--- src/rtl/async_rd_ctrl.sv ---
// Read-side controller of a dual-clock FIFO: gray read pointer, registered empty/count,
// 1-cycle-latency memory reads feeding a 2-entry first-word-fall-through output buffer.
module async_rd_ctrl #(
  parameter  int DEPTH  = 4,
  parameter  int DWIDTH = 32,
  localparam int AW     = $clog2(DEPTH)
) (
  input  logic              rd_clk,
  input  logic              rst_n,
  input  logic [AW:0]       wr_ptr_rsync,
  output logic              rd_mem_en,
  output logic [AW-1:0]     rd_addr,
  input  logic [DWIDTH-1:0] rd_mem_data,
  output logic [AW:0]       rd_ptr,
  output logic              rd_empty,
  output logic [AW:0]       fifo_cnt_rd_synced,
  output logic [DWIDTH-1:0] m_data,
  output logic              m_valid,
  input  logic              m_ready
);

  logic [AW:0]       rd_ptr_bin_q, rd_ptr_bin_d;
  logic [AW:0]       rd_ptr_q, rd_ptr_d;
  logic              rd_empty_q, rd_empty_d;
  logic [AW:0]       cnt_q, cnt_d;
  logic [1:0]        occ_q, occ_d;
  logic              inflight_q;
  logic [DWIDTH-1:0] head_q, head_d;
  logic [DWIDTH-1:0] skid_q, skid_d;

  logic [AW:0]       wr_bin;
  logic              pop;
  logic              rd_en;
  logic [1:0]        occ_after_pop;
  logic [2:0]        occ_committed;

  // Each binary bit is the XOR of all gray bits at and above it.
  always_comb begin
    wr_bin = '0;
    for (int i = 0; i <= AW; i++) begin
      wr_bin[i] = ^(wr_ptr_rsync >> i);
    end
  end

  assign m_valid = (occ_q != 2'd0);
  assign pop     = m_valid & m_ready;

  // Words held plus the one in flight, after this cycle's pop; a new read only
  // issues while a slot is guaranteed free when its data returns.
  assign occ_committed = {1'b0, occ_q} + {2'b00, inflight_q} - {2'b00, pop};
  assign rd_en         = ~rd_empty_q & (occ_committed < 3'd2);

  assign rd_mem_en          = rd_en;
  assign rd_addr            = rd_ptr_bin_q[AW-1:0];
  assign rd_ptr             = rd_ptr_q;
  assign rd_empty           = rd_empty_q;
  assign fifo_cnt_rd_synced = cnt_q;
  assign m_data             = head_q;

  // NOTE: every variable assigned here gets a default first, so no path leaves
  // it unassigned and no latch is inferred.
  always_comb begin
    rd_ptr_bin_d = rd_ptr_bin_q + {{AW{1'b0}}, rd_en};
    rd_ptr_d     = rd_ptr_bin_d ^ (rd_ptr_bin_d >> 1);
    rd_empty_d   = (rd_ptr_bin_d == wr_bin);
    cnt_d        = wr_bin - rd_ptr_bin_d;

    head_d        = head_q;
    skid_d        = skid_q;
    occ_after_pop = occ_q - {1'b0, pop};
    if (pop && (occ_q == 2'd2)) begin
      head_d = skid_q;
    end
    if (inflight_q) begin
      if (occ_after_pop == 2'd0) begin
        head_d = rd_mem_data;
      end else begin
        skid_d = rd_mem_data;
      end
    end
    occ_d = occ_after_pop + {1'b0, inflight_q};
  end

  // NOTE: state is updated with non-blocking assignments so every register
  // samples the pre-edge values, independent of statement order.
  always_ff @(posedge rd_clk) begin
    if (!rst_n) begin
      rd_ptr_bin_q <= '0;
      rd_ptr_q     <= '0;
      rd_empty_q   <= 1'b1;
      cnt_q        <= '0;
      occ_q        <= 2'd0;
      inflight_q   <= 1'b0;
      head_q       <= '0;
      skid_q       <= '0;
    end else begin
      rd_ptr_bin_q <= rd_ptr_bin_d;
      rd_ptr_q     <= rd_ptr_d;
      rd_empty_q   <= rd_empty_d;
      cnt_q        <= cnt_d;
      occ_q        <= occ_d;
      inflight_q   <= rd_en;
      head_q       <= head_d;
      skid_q       <= skid_d;
    end
  end

endmodule

--- config.mk ---
export PLATFORM = sky130hd
export DESIGN_NAME = async_rd_ctrl
export DESIGN_NICKNAME = d
export VERILOG_FILES = /design/src/rtl/async_rd_ctrl.sv
export SDC_FILE = /design/constraint.sdc
export NUM_CORES = 1
export LEC_CHECK = 0
export ABC_CLOCK_PERIOD_IN_PS = 4150
export BUFFER_PORTS_ARGS = -buffer_cell sky130_fd_sc_hd__buf_4
export CORE_ASPECT_RATIO = 0.8
export CORE_MARGIN = 1.5
export CORE_UTILIZATION = 50
export CTS_CLUSTER_SIZE = 24
export DETAILED_ROUTE_END_ITERATION = 6
export PLACE_DENSITY = 0.77
export SLEW_MARGIN = 20
export SYNTH_ARGS = -nofsm -noshare
export SYNTH_HDL_FRONTEND = slang
export SYNTH_SLANG_ARGS = --single-unit
--- constraint.sdc ---
create_clock -name rd_clk -period 4.15 [get_ports rd_clk]
set_input_delay 0.83 -clock rd_clk [delete_from_list [all_inputs] [get_ports rd_clk]]
set_output_delay 0.83 -clock rd_clk [all_outputs]
set_load 0.05 [all_outputs]
# After elaboration in Yosys (flattened, before gate mapping)
# Cells that the tools add are included.
[totals]
register_bits = 77
[op_classes]
n_addsub = 6
order_cmp = 1
n_eq_ne = 2
muxes = 3
n_bitwise = 5
reduce_logical = 7
[ops]
columns = ["operator", "n"]
rows = [
  ["$mux 32", 3],
  ["$reduce_xor 3->1", 3],
  ["$add 2x1->3", 1],
  ["$add 3x1->3", 1],
  ["$eq 3x3->1", 1],
  ["$lt 3x2->1 const B", 1],
  ["$sub 3x1->3", 1],
  ["$sub 3x3->3", 1],
  ["$xor 3x2->3", 1],
  ["$add 2x1->2", 1],
  ["$and 1x1->1", 2],
  ["$eq 2x2->1 const B", 1],
  ["$logic_not 2->1", 1],
  ["$not 1->1", 2],
  ["$reduce_and 2->1", 1],
  ["$reduce_bool 2->1", 1],
  ["$sub 2x1->2", 1],
  ["$logic_and 1x1->1", 1],
]

# Depth between registers and ports, before layout
# Gate-level depths: netlist of the first run.
[logic_depth]
word_depth = 7
depth_mapped = 12
ltp_nobuf = 12

# Worst setup path before layout of the first run
# No wires, ideal clock.
[synth_path]
kind = "flip-flop to flip-flop"
start = "register occ_q[1]"
end = "register cnt_q[1] (netlist: fifo_cnt_rd_synced[1])"
setup_ns = 0.115
arrival_time_ns = 4.203
required_time_ns = 4.035
setup_slack_ns = -0.168
stages_incl_launch_ff = 12
n_path_buf = 0
path_cell_list = "dfxtp_1 or2_2 and2_1 nor2b_1 fa_1 xor2_1 nor3b_1 ha_1 ha_1 inv_1 fa_1 and2_1"
[synth_between]
elab_chain_cells = 7
elab_cells_between_ends = 8
cone_classes = "4 x add/sub; 1 x order compare; 2 x bitwise; 1 x reduce/logical"
[synth_lines]
columns = ["item", "line", "source"]
rows = [
  ["start: declaration", "26", "logic [1:0] occ_q, occ_d;"],
  ["start signal: assignment", "92", "occ_q <= 2'd0;"],
  ["start signal: assignment", "101", "occ_q <= occ_d;"],
  ["$reduce_bool 2->1", "45", "assign m_valid = (occ_q != 2'd0);"],
  ["net m_valid", "18", "output logic m_valid,"],
  ["$and 1x1->1", "46", "assign pop = m_valid & m_ready;"],
  ["$sub 3x1->3", "50", "assign occ_committed = {1'b0, occ_q} + {2'b00, inflight_q} - {2'b00, pop};"],
  ["$lt 3x2->1", "51", "assign rd_en = ~rd_empty_q & (occ_committed < 3'd2);"],
  ["$and 1x1->1", "51", ""],
  ["net rd_mem_en", "11", "output logic rd_mem_en,"],
  ["$add 3x1->3", "63", "rd_ptr_bin_d = rd_ptr_bin_q + {{AW{1'b0}}, rd_en};"],
  ["net rd_ptr_bin_d[1]", "22", "logic [AW:0] rd_ptr_bin_q, rd_ptr_bin_d;"],
  ["$sub 3x3->3", "66", "cnt_d = wr_bin - rd_ptr_bin_d;"],
  ["net cnt_d[1]", "25", "logic [AW:0] cnt_q, cnt_d;"],
  ["end signal: assignment", "100", "cnt_q <= cnt_d;"],
  ["end: declaration", "25", ""],
]
# The timed path passes the listed nets, and every way through them passes these cells.
# A chain may end at the register's enable or synchronous reset.

# Worst setup path in the final report of the first run
[layout_path]
start = "register occ_q[1]"
end = "output rd_mem_en"
[layout_between]
elab_chain_cells = 5
elab_cells_between_ends = 6
cone_classes = "2 x add/sub; 1 x order compare; 2 x bitwise; 1 x reduce/logical"
[layout_lines]
columns = ["item", "line"]
rows = [
  ["branches (longest 2 deep; another with $add 2x1->3)", "n/a"],
  ["$sub 3x1->3 *", "50"],
  ["$lt 3x2->1 *", "51"],
  ["$and 1x1->1 *", "51"],
  ["end: declaration", "11"],
]
# Every way passes the cells marked *.

==> metrics, run 1 <==
Fillers 595; largest family of logic cells by synthesized area simple AND/OR/NAND/NOR gates; final non-filler cell total 532; Critical Path AT 2.49 ns; Die W 93.9 um; Clock Pin Slew Worst Setup and Hold Paths around 0.070 ns; largest net degree at the start of global routing 110; TritonCTS Buffers 9; detailed router's first-iteration violation count 142; IO Pins 81; Die H 75.8 um; via count 2769; post-place setup slack 0.763 ns; routability cong. ~0.85; Worst Skew ~0.011 ns; Worst R2R End fifo_cnt_rd_synced[2]; Worst Setup Slack, final 0.832 ns; unique cell type count in the Yosys netlist 25; Seq/Total Area, Yosys 46.0%; Worst Setup End Kind output pin; syn_nets around 430; Power Density 770 nW/um^2; Post-synth EDFFs 0; required time worst endpoint 3.32 ns; total wire length 7440 um; Slew headroom 31.1%; worst r2r src occ_q[1]; final core occ 64.6%; Yosys warning count 0; status finished clean; # port buffers 80; DR vias/cell roughly 5.2; Startpoint Class flip-flop; fin area 4120 sq um; gr usage total a little over a fifth; Synth async-reset ratio 0%; H-tree depth 3; Synth Area in Compound Gates 13.7%; Cell Area, Synth 3310 sq um; final net count 489; simple-gate share of the synthesized area 18.5%; hold path cells 2; Routed Antenna Nets 0; FF-to-FF path depth 12; critical path class flip-flop to output pin; Max Freq 301 MHz; RSZ-0062 raised after global routing false; reg2reg setup slack 0.94 ns; drt wl/cell 14.0 um; CTS tree built; #FFs+latches synth 76; Final Max Tran Viols 0; Lkg Pwr about 1.7 nW; Min Clock Period, post-route roughly 3.3 ns; crit path max fanout 6; dpl cells 516; Adder-Cell Fraction of Synth Area 3.48%; total core area around 6400 sq um; worst slew pin tran 1.03 ns; number of global-route vias before repair 2542; die area between 7000 and 8000 sq um; initial antenna violation count 0; CTS max path bufs 2; post-synthesis xor/xnor area fraction 2.87%; ANT cells 0; grt total ovfl 0; Mapped Cells 380; Worst Hold End skid_q[20]; Pwr Total 3.17 mW; Post-Syn Area per Cell 8.71 sq um; clk sinks 76; std cell rows 26; total negative slack 0 ns; Setup violations, final 0; first-pass GRT wire length 11900 um; Post-synth top flop dfxtp_1; Residual DRC 0; layout cell share with drive strength beyond 1 23.0%; min-delay src skid_q[20]; final hold vios 0; area grow syn2layout 24.6%; most common cell after layout, fill and taps aside nand2_1; HPWL Detailed 4860 um; most frequent cells in the layout nand2_1, buf_4, dfxtp_1; post_cts resized 0; Clk Latency, worst-skew pair 0.35 ns; Post-Place Cell Area between 3000 and 4000 sq um; setup bufs post-CTS 0; final period utilization 80.0%; VDD IR max about 0.00037 V; Initial DRT Pass Iterations 4; worst hold path class flip-flop to flip-flop; Initial Util 51.9%; Post-CTS Hold Fix Bufs 0; Max Cap Viol 0; CTS root buf clkbuf_8; mux contribution to synthesized area 9.98%; WHS about 0.46 ns
==> report_power, final <==
part	internal (mW)	switching [mW]	leakage, nW	total, mW
Combinational	0.468	1.02	0.932	1.49
Sequential	0.947	0.120	0.618	1.07
Clock	0.355	0.263	0.107	0.617
Total	1.77	1.40	1.66	3.17
==> flip-flops by register name (all words and copies together), names as in the netlist <==
signal,flops
m_data,32
skid_q,32
fifo_cnt_rd_synced,3
rd_ptr_bin_q,3
occ_q,2
rd_ptr,2
inflight_q,1
rd_empty,1
==> cells in the mapped netlist, types with 2 or more instances <==
cell type,number,share of area [%]
a31oi_1,32,6.1
clkbuf_1,17,1.9
mux2i_1,33,10
xnor2_1,2,0.53
nor2b_1,2,0.38
buf_2,12,1.8
ha_1,6,2.3
o31ai_1,32,7.3
and2_1,10,1.9
dfxtp_1,76,46
nand2_1,132,15
xor2_1,7,1.9
inv_1,4,0.45
buf_6,3,1.0
fa_1,2,1.2
==> worst max-delay path, stage by stage, from the launching register on <==
cell,delay [ns]
dfxtp_1,0.42
or2_2,0.36
and2_1,0.17
nor2b_1,0.14
fa_1,0.42
xor2_1,0.16
nor3b_2,0.23
buf_4,0.24
==> layout make-up <==
class / count / area, sq um / area share, %
flip-flops and latches: 76 / 1520 / 36.9
inverters: 4 / 15.0 / 0.364
clock inverters: 4 / 72.6 / 1.76
repair buffers: 85 / 638 / 15.5
well taps: 84 / 105 / 2.55
clock buffers: 12 / 145 / 3.52
multi-input cells: 267 / 1620 / 39.4
==> how the worst max path moves through the flow <==
stage | start | endpoint | slack, ns | depth (start not counted)
6_report | occ_q[1] | rd_mem_en | 0.83 | 7
5_1_grt | occ_q[1] | rd_mem_en | 0.72 | 7
4_1_cts | occ_q[1] | rd_mem_en | 0.80 | 7
3_5_place_dp | m_ready | fifo_cnt_rd_synced[2] | 0.76 | 12
3_3_place_gp | m_ready | fifo_cnt_rd_synced[2] | 0.90 | 12
2_1_floorplan | occ_q[1] | fifo_cnt_rd_synced[1] | 0.42 | 11
==> cell families after synthesis <==
kind of cell               after synthesis
DFF                                     76
xor gates and xnor gates                10
buffers and inverters                   37
and+or+nand+nor                        150
muxes                                   33
AOI/OAI and AO/OA                       66
adders and majority gates                8
==> per-layer routing <==
metal,track usage (%),part of all wire [%],vias to the layer above
met5,0,0,-
met4,7.96,0.82,0
met3,6.59,4.7,7
met2,35.8,47,61
met1,27.7,47,1282
li1,-,-,1419
No activity file was read; power rests on OpenSTA's default activity.
==> run 2: changes to the inputs <==
- ABC_AREA: unset -> 1
- ABC_CLOCK_PERIOD_IN_PS: 4150 -> 3150
- PLACE_DENSITY: 0.77 -> 0.76
- clock period: 4.15 -> 3.15 ns (I/O delays scaled with it)
==> metrics, run 2 <==
status finished clean; Die W between 90 and 100 um; Final Max Tran Viols 0; post-place setup slack 0.0890 ns; total core area about 7300 sq um; most frequent cells in the layout nor2_1, nand2_1, buf_4; post_cts resized 0; clk sinks 76; Post-CTS Hold Fix Bufs 0; mux contribution to synthesized area 0%; routability cong. a little under 0.8; crit path max fanout 4; syn_nets 565; final hold vios 0; # port buffers 80; Post-synth top cells nor2_1, nand2_1, dfxtp_1; detailed router's first-iteration violation count roughly 160; Post-synth EDFFs 0; gr usage total 21.9%; Post-synth top flop dfxtp_1; ANT cells 0; critical path class flip-flop to flip-flop; fin area between 4000 and 5000 sq um; worst slew pin tran 0.703 ns; TritonCTS Buffers 9; Initial DRT Pass Iterations 4; IO Pins just over 80; #FFs+latches synth 76; Min Clock Period, post-route 2.86 ns; total wire length 8260 um; grt total ovfl 0; Clk Latency, worst-skew pair 0.34 ns; HPWL Detailed 5310 um; Slew headroom 53.1%; top post-synthesis cells by area dfxtp_1, nor2_1, nand2_1; worst hold path class flip-flop to flip-flop; first-pass GRT wire length 13900 um; largest family of logic cells by synthesized area simple AND/OR/NAND/NOR gates; Die H 80.4 um; std cell rows 28; Post-Syn Area per Cell 7.21 sq um; required time worst endpoint between 3 and 4 ns; Lkg Pwr between 2 and 2.5 nW; Residual DRC 0; Mapped Cells 519; Cell Area, Synth roughly 3700 sq um; simple-gate share of the synthesized area 34.7%; final core occ 61.4%; H-tree depth 3; Worst Setup End Kind flip-flop; via count 3306; CTS tree built; initial antenna violation count 0; RSZ-0062 raised after global routing false; number of global-route vias before repair a little over 3k; final period utilization 90.7%; Initial Util 51.1%; Power Density 1080 nW/um^2; dpl cells approximately 660; final net count 628; Routed Antenna Nets 0; Adder-Cell Fraction of Synth Area 3.08%; CTS root buf clkbuf_8; Synth async-reset ratio 0%; CTS max path bufs 2; die area 8020 sq um; Post-Place Cell Area ~4300 sq um; Yosys warning count 0; VDD IR max ~0.00063 V; layout cell share with drive strength beyond 1 around 23%; Setup violations, final 0; largest net degree at the start of global routing 73; count leader, synth nor2_1; WHS 0.484 ns; Clock Pin Slew Worst Setup and Hold Paths 0.07 ns; Max Cap Viol 0; Worst Setup Slack, final 0.294 ns; unique cell type count in the Yosys netlist 26; post-synthesis xor/xnor area fraction 0.702%; DR vias/cell 4.90; Critical Path AT 3.14 ns; setup bufs post-CTS 0; Startpoint Class flip-flop; most common cell after layout, fill and taps aside nor2_1; Worst Skew 0.00739 ns; post-synth top area cell dfxtp_1; Seq/Total Area, Yosys 40.7%; final non-filler cell total 675; Max Freq 350 MHz; Synth Area in Compound Gates 8.36%; area grow syn2layout 20.1%; drt wl/cell 12.2 um; Synth top area share between 40% and 50%
-- run 2: metal layers --
metal | GRT usage (%) | wire, um | vias to the layer above
met5 | 0 | 0 | -
met4 | 7.75 | 53 | 0
met3 | 5.48 | 458 | 5
met2 | 36.4 | 3880 | 80
met1 | 27.5 | 3870 | 1506
li1 | - | - | 1715
-- run 2: cell type report --
cell class              instances  area [sq um]
well taps                      90           113
clock inverters                 2          35.0
inverters                      52           204
repair buffers                 85           651
flip-flops and latches         76          1520
fillers                       690          2830
clock buffers                  12           155
multi-input cells             358          1820
-- run 2: kinds of logic (layout without fill, tap and decap cells) --
family / after synthesis / after routing
AOI/OAI and AO/OA: 52 / 52
xor gates and xnor gates: 3 / 3
adders and majority gates: 8 / 8
buffers and inverters: 85 / 151
DFF: 76 / 76
and+or+nand+nor: 295 / 295
-- run 2: stage by stage --
step	total power [mW]	TNS, ns
3_3_place_gp	4.07	0
5_1_grt	5.20	0
4_1_cts	4.89	0
2_1_floorplan	3.66	-0.0478
3_5_place_dp	4.15	0
6_report	4.86	0
-- run 2: worst paths after layout --
| path | start | end | slack [ns] | cells past startpoint |
|---|---|---|---|---|
| worst min-delay path | skid_q[7] | skid_q[7] | 0.48 | 2 |
| worst max-delay path | occ_q[1] | fifo_cnt_rd_synced[1] | 0.29 | 17 |
| worst max register to register | occ_q[1] | fifo_cnt_rd_synced[1] | 0.29 | 17 |
| worst min register to register | skid_q[7] | skid_q[7] | 0.48 | 2 |
-- run 2: critical path, stage by stage, from the launching register on --
cell        delay [ns]
dfxtp_1           0.31
inv_1             0.16
nand2_4           0.08
nand2_4           0.08
inv_2             0.04
nor2_1            0.10
o21ai_1           0.10
fa_2              0.36
nor2_1            0.09
nor2_1            0.05
nand3_1           0.14
clkinvlp_4        0.13
ha_4              0.30
ha_4              0.12
inv_2             0.03
fa_2              0.55
nand2_1           0.05
inv_1             0.09
-- run 2: power breakdown --
group / total, mW / internal [mW] / switching, mW
clock network: 0.736 / 0.400 / 0.336
registers: 1.48 / 1.29 / 0.185
logic: 2.64 / 0.832 / 1.81
total: 4.86 / 2.53 / 2.33
==> run 3: changes to the inputs <==
- CTS_BUF_LIST: unset -> sky130_fd_sc_hd__clkbuf_16
==> metrics, run 3 (synthesis gave the netlist of run 2 again) <==
IO Pins between 80 and 90; DR vias/cell 4.85; std cell rows 28; Max Cap Viol 0; net load switching power 2.36 mW; Startpoint Class flip-flop; crit path max fanout 4; critical path class flip-flop to flip-flop; Die W 99.7 um; Initial Util 51.1%; Worst path max stage delay about 0.54 ns; ANT cells 0; CTS root buf clkbuf_16; first-pass GRT wire length 14100 um; Top Family by Delay on Critical Path adder cells; Clock Pin Slew Worst Setup and Hold Paths about 0.060 ns; Worst setup endpoint fifo_cnt_rd_synced[1]; largest net degree at the start of global routing 73; final core occ 62.5%; Residual DRC 0; Post-CTS Hold Fix Bufs 0; Worst R2R End fifo_cnt_rd_synced[1]; total core area 7320 sq um; final hold vios 0; routability cong. 0.786; die area 8020 sq um; CP max-delay cell fa_2; Int Pwr 2.72 mW; required time worst endpoint ~3.4 ns; Power Density 1110 nW/um^2; worst slew pin tran 0.696 ns; layout cell share with drive strength beyond 1 22.4%; hold path cells 2; post_cts resized 0; Die H between 80 and 90 um; HPWL Detailed about 5300 um; area grow syn2layout 22.3%; Slew headroom 53.6%; Clk Latency, worst-skew pair 0.32 ns; detailed router's first-iteration violation count 205; Routed Antenna Nets 0; Worst Skew between 0.006 and 0.007 ns; # port buffers 80; most frequent cells in the layout nor2_1, nand2_1, buf_4; VDD IR max 0.000592 V; number of global-route vias before repair 3071; Final Max Tran Viols 0; final net count 628; reg2reg setup slack 0.32 ns; final period utilization approximately nine tenths; via count between 3k and 4k; Comb pwr share 51.9%; RSZ-0062 raised after global routing false; TritonCTS Buffers 9; Initial DRT Pass Iterations 4; most common cell after layout, fill and taps aside nor2_1; CTS tree built; drt wl/cell 12.3 um; clk sinks 76; H-tree depth 3; grt total ovfl 0; Switching Share 46.5%; CTS max path bufs 2; Setup violations, final 0; Lkg Pwr 2.06 nW; Max Freq 353 MHz; Worst Setup End Kind flip-flop; worst setup path startpoint occ_q[1]; clock share of power roughly a fifth; gr usage total 22.2%; worst hold path class flip-flop to flip-flop; setup bufs post-CTS 0; Levels on crit path 17; worst r2r src occ_q[1]; Critical Path AT 3.10 ns; FF-to-FF path depth 17; Crit path top cell by count nor2_1; critical path, cell by cell inv_1 -> nand2_4 -> nand2_4 -> inv_2 -> nor2_1 -> o21ai_1 -> fa_2 -> nor2_1 -> nor2_1 -> nand3_1 -> clkinvlp_4 -> ha_4 -> ha_4 -> inv_2 -> fa_2 -> nand2_1 -> inv_1; Min Clock Period, post-route 2.83 ns; WHS 0.480 ns; status finished clean; initial antenna violation count 0; total wire length 8320 um; Sequential Power Share 29.2%; buffers and inverters on the worst path 5
==> run 3: cell count changes in the layout (fill, tap and decap cells not counted), sizes merged <==
cell    before  now
clkbuf      12    9
clkinv       2    4
inv         50   51
==> run 3: worst min path at each step <==
stage,endpoint,slack [ns],start
3_5_place_dp,skid_q[7],0.47,skid_q[7]
6_report,skid_q[7],0.48,skid_q[7]
5_1_grt,skid_q[0],0.50,skid_q[0]
4_1_cts,skid_q[25],0.48,skid_q[25]
2_1_floorplan,skid_q[0],0.45,skid_q[0]
3_3_place_gp,skid_q[24],0.46,skid_q[24]
==> run 3: power groups by stage <==
stage,clock network (mW),logic (mW),registers (mW)
3_3_place_gp,0,2.59,1.48
4_1_cts,0.984,2.66,1.48
6_report,0.963,2.64,1.48
2_1_floorplan,0,1.55,2.11
5_1_grt,1.02,2.90,1.52
3_5_place_dp,0,2.65,1.50
==> run 3: per-stage QoR <==
stage	power, mW	area [sq um]	setup TNS [ns]	setup slack [ns]	std cells
finish	5.08	4580	0	0.315	675
global route	5.44	4580	0	0.107	675
CTS	5.13	4580	0	0.295	675
detailed placement	4.15	4310	0	0.0890	661
global placement	4.07	4310	0	0.165	661
floorplan	3.66	3830	-0.0478	-0.0478	519
==> run 3: worst min-delay path, cell delays in order, from the launching register on <==
cell     delay [ns]
dfxtp_1        0.32
nor2_1         0.05
nor2_1         0.08
==> run 3: routing by layer <==
metal	routed length (um)	global-route usage (%)	share of wire, %	up-vias
met1	3990	28.0	48	1484
met3	345	5.13	4.1	4
li1	-	-	-	1718
met4	31	5.92	0.37	0
met2	3950	38.2	47	65
met5	0	0	0	-
==> run 3: area by class of cell <==
type,count,area [sq um]
clock buffers,9,225
clock inverters,5,46.3
fillers,681,2750
inverters,52,204
multi-input cells,358,1820
flip-flops and latches,76,1520
well taps,90,113
repair buffers,85,651
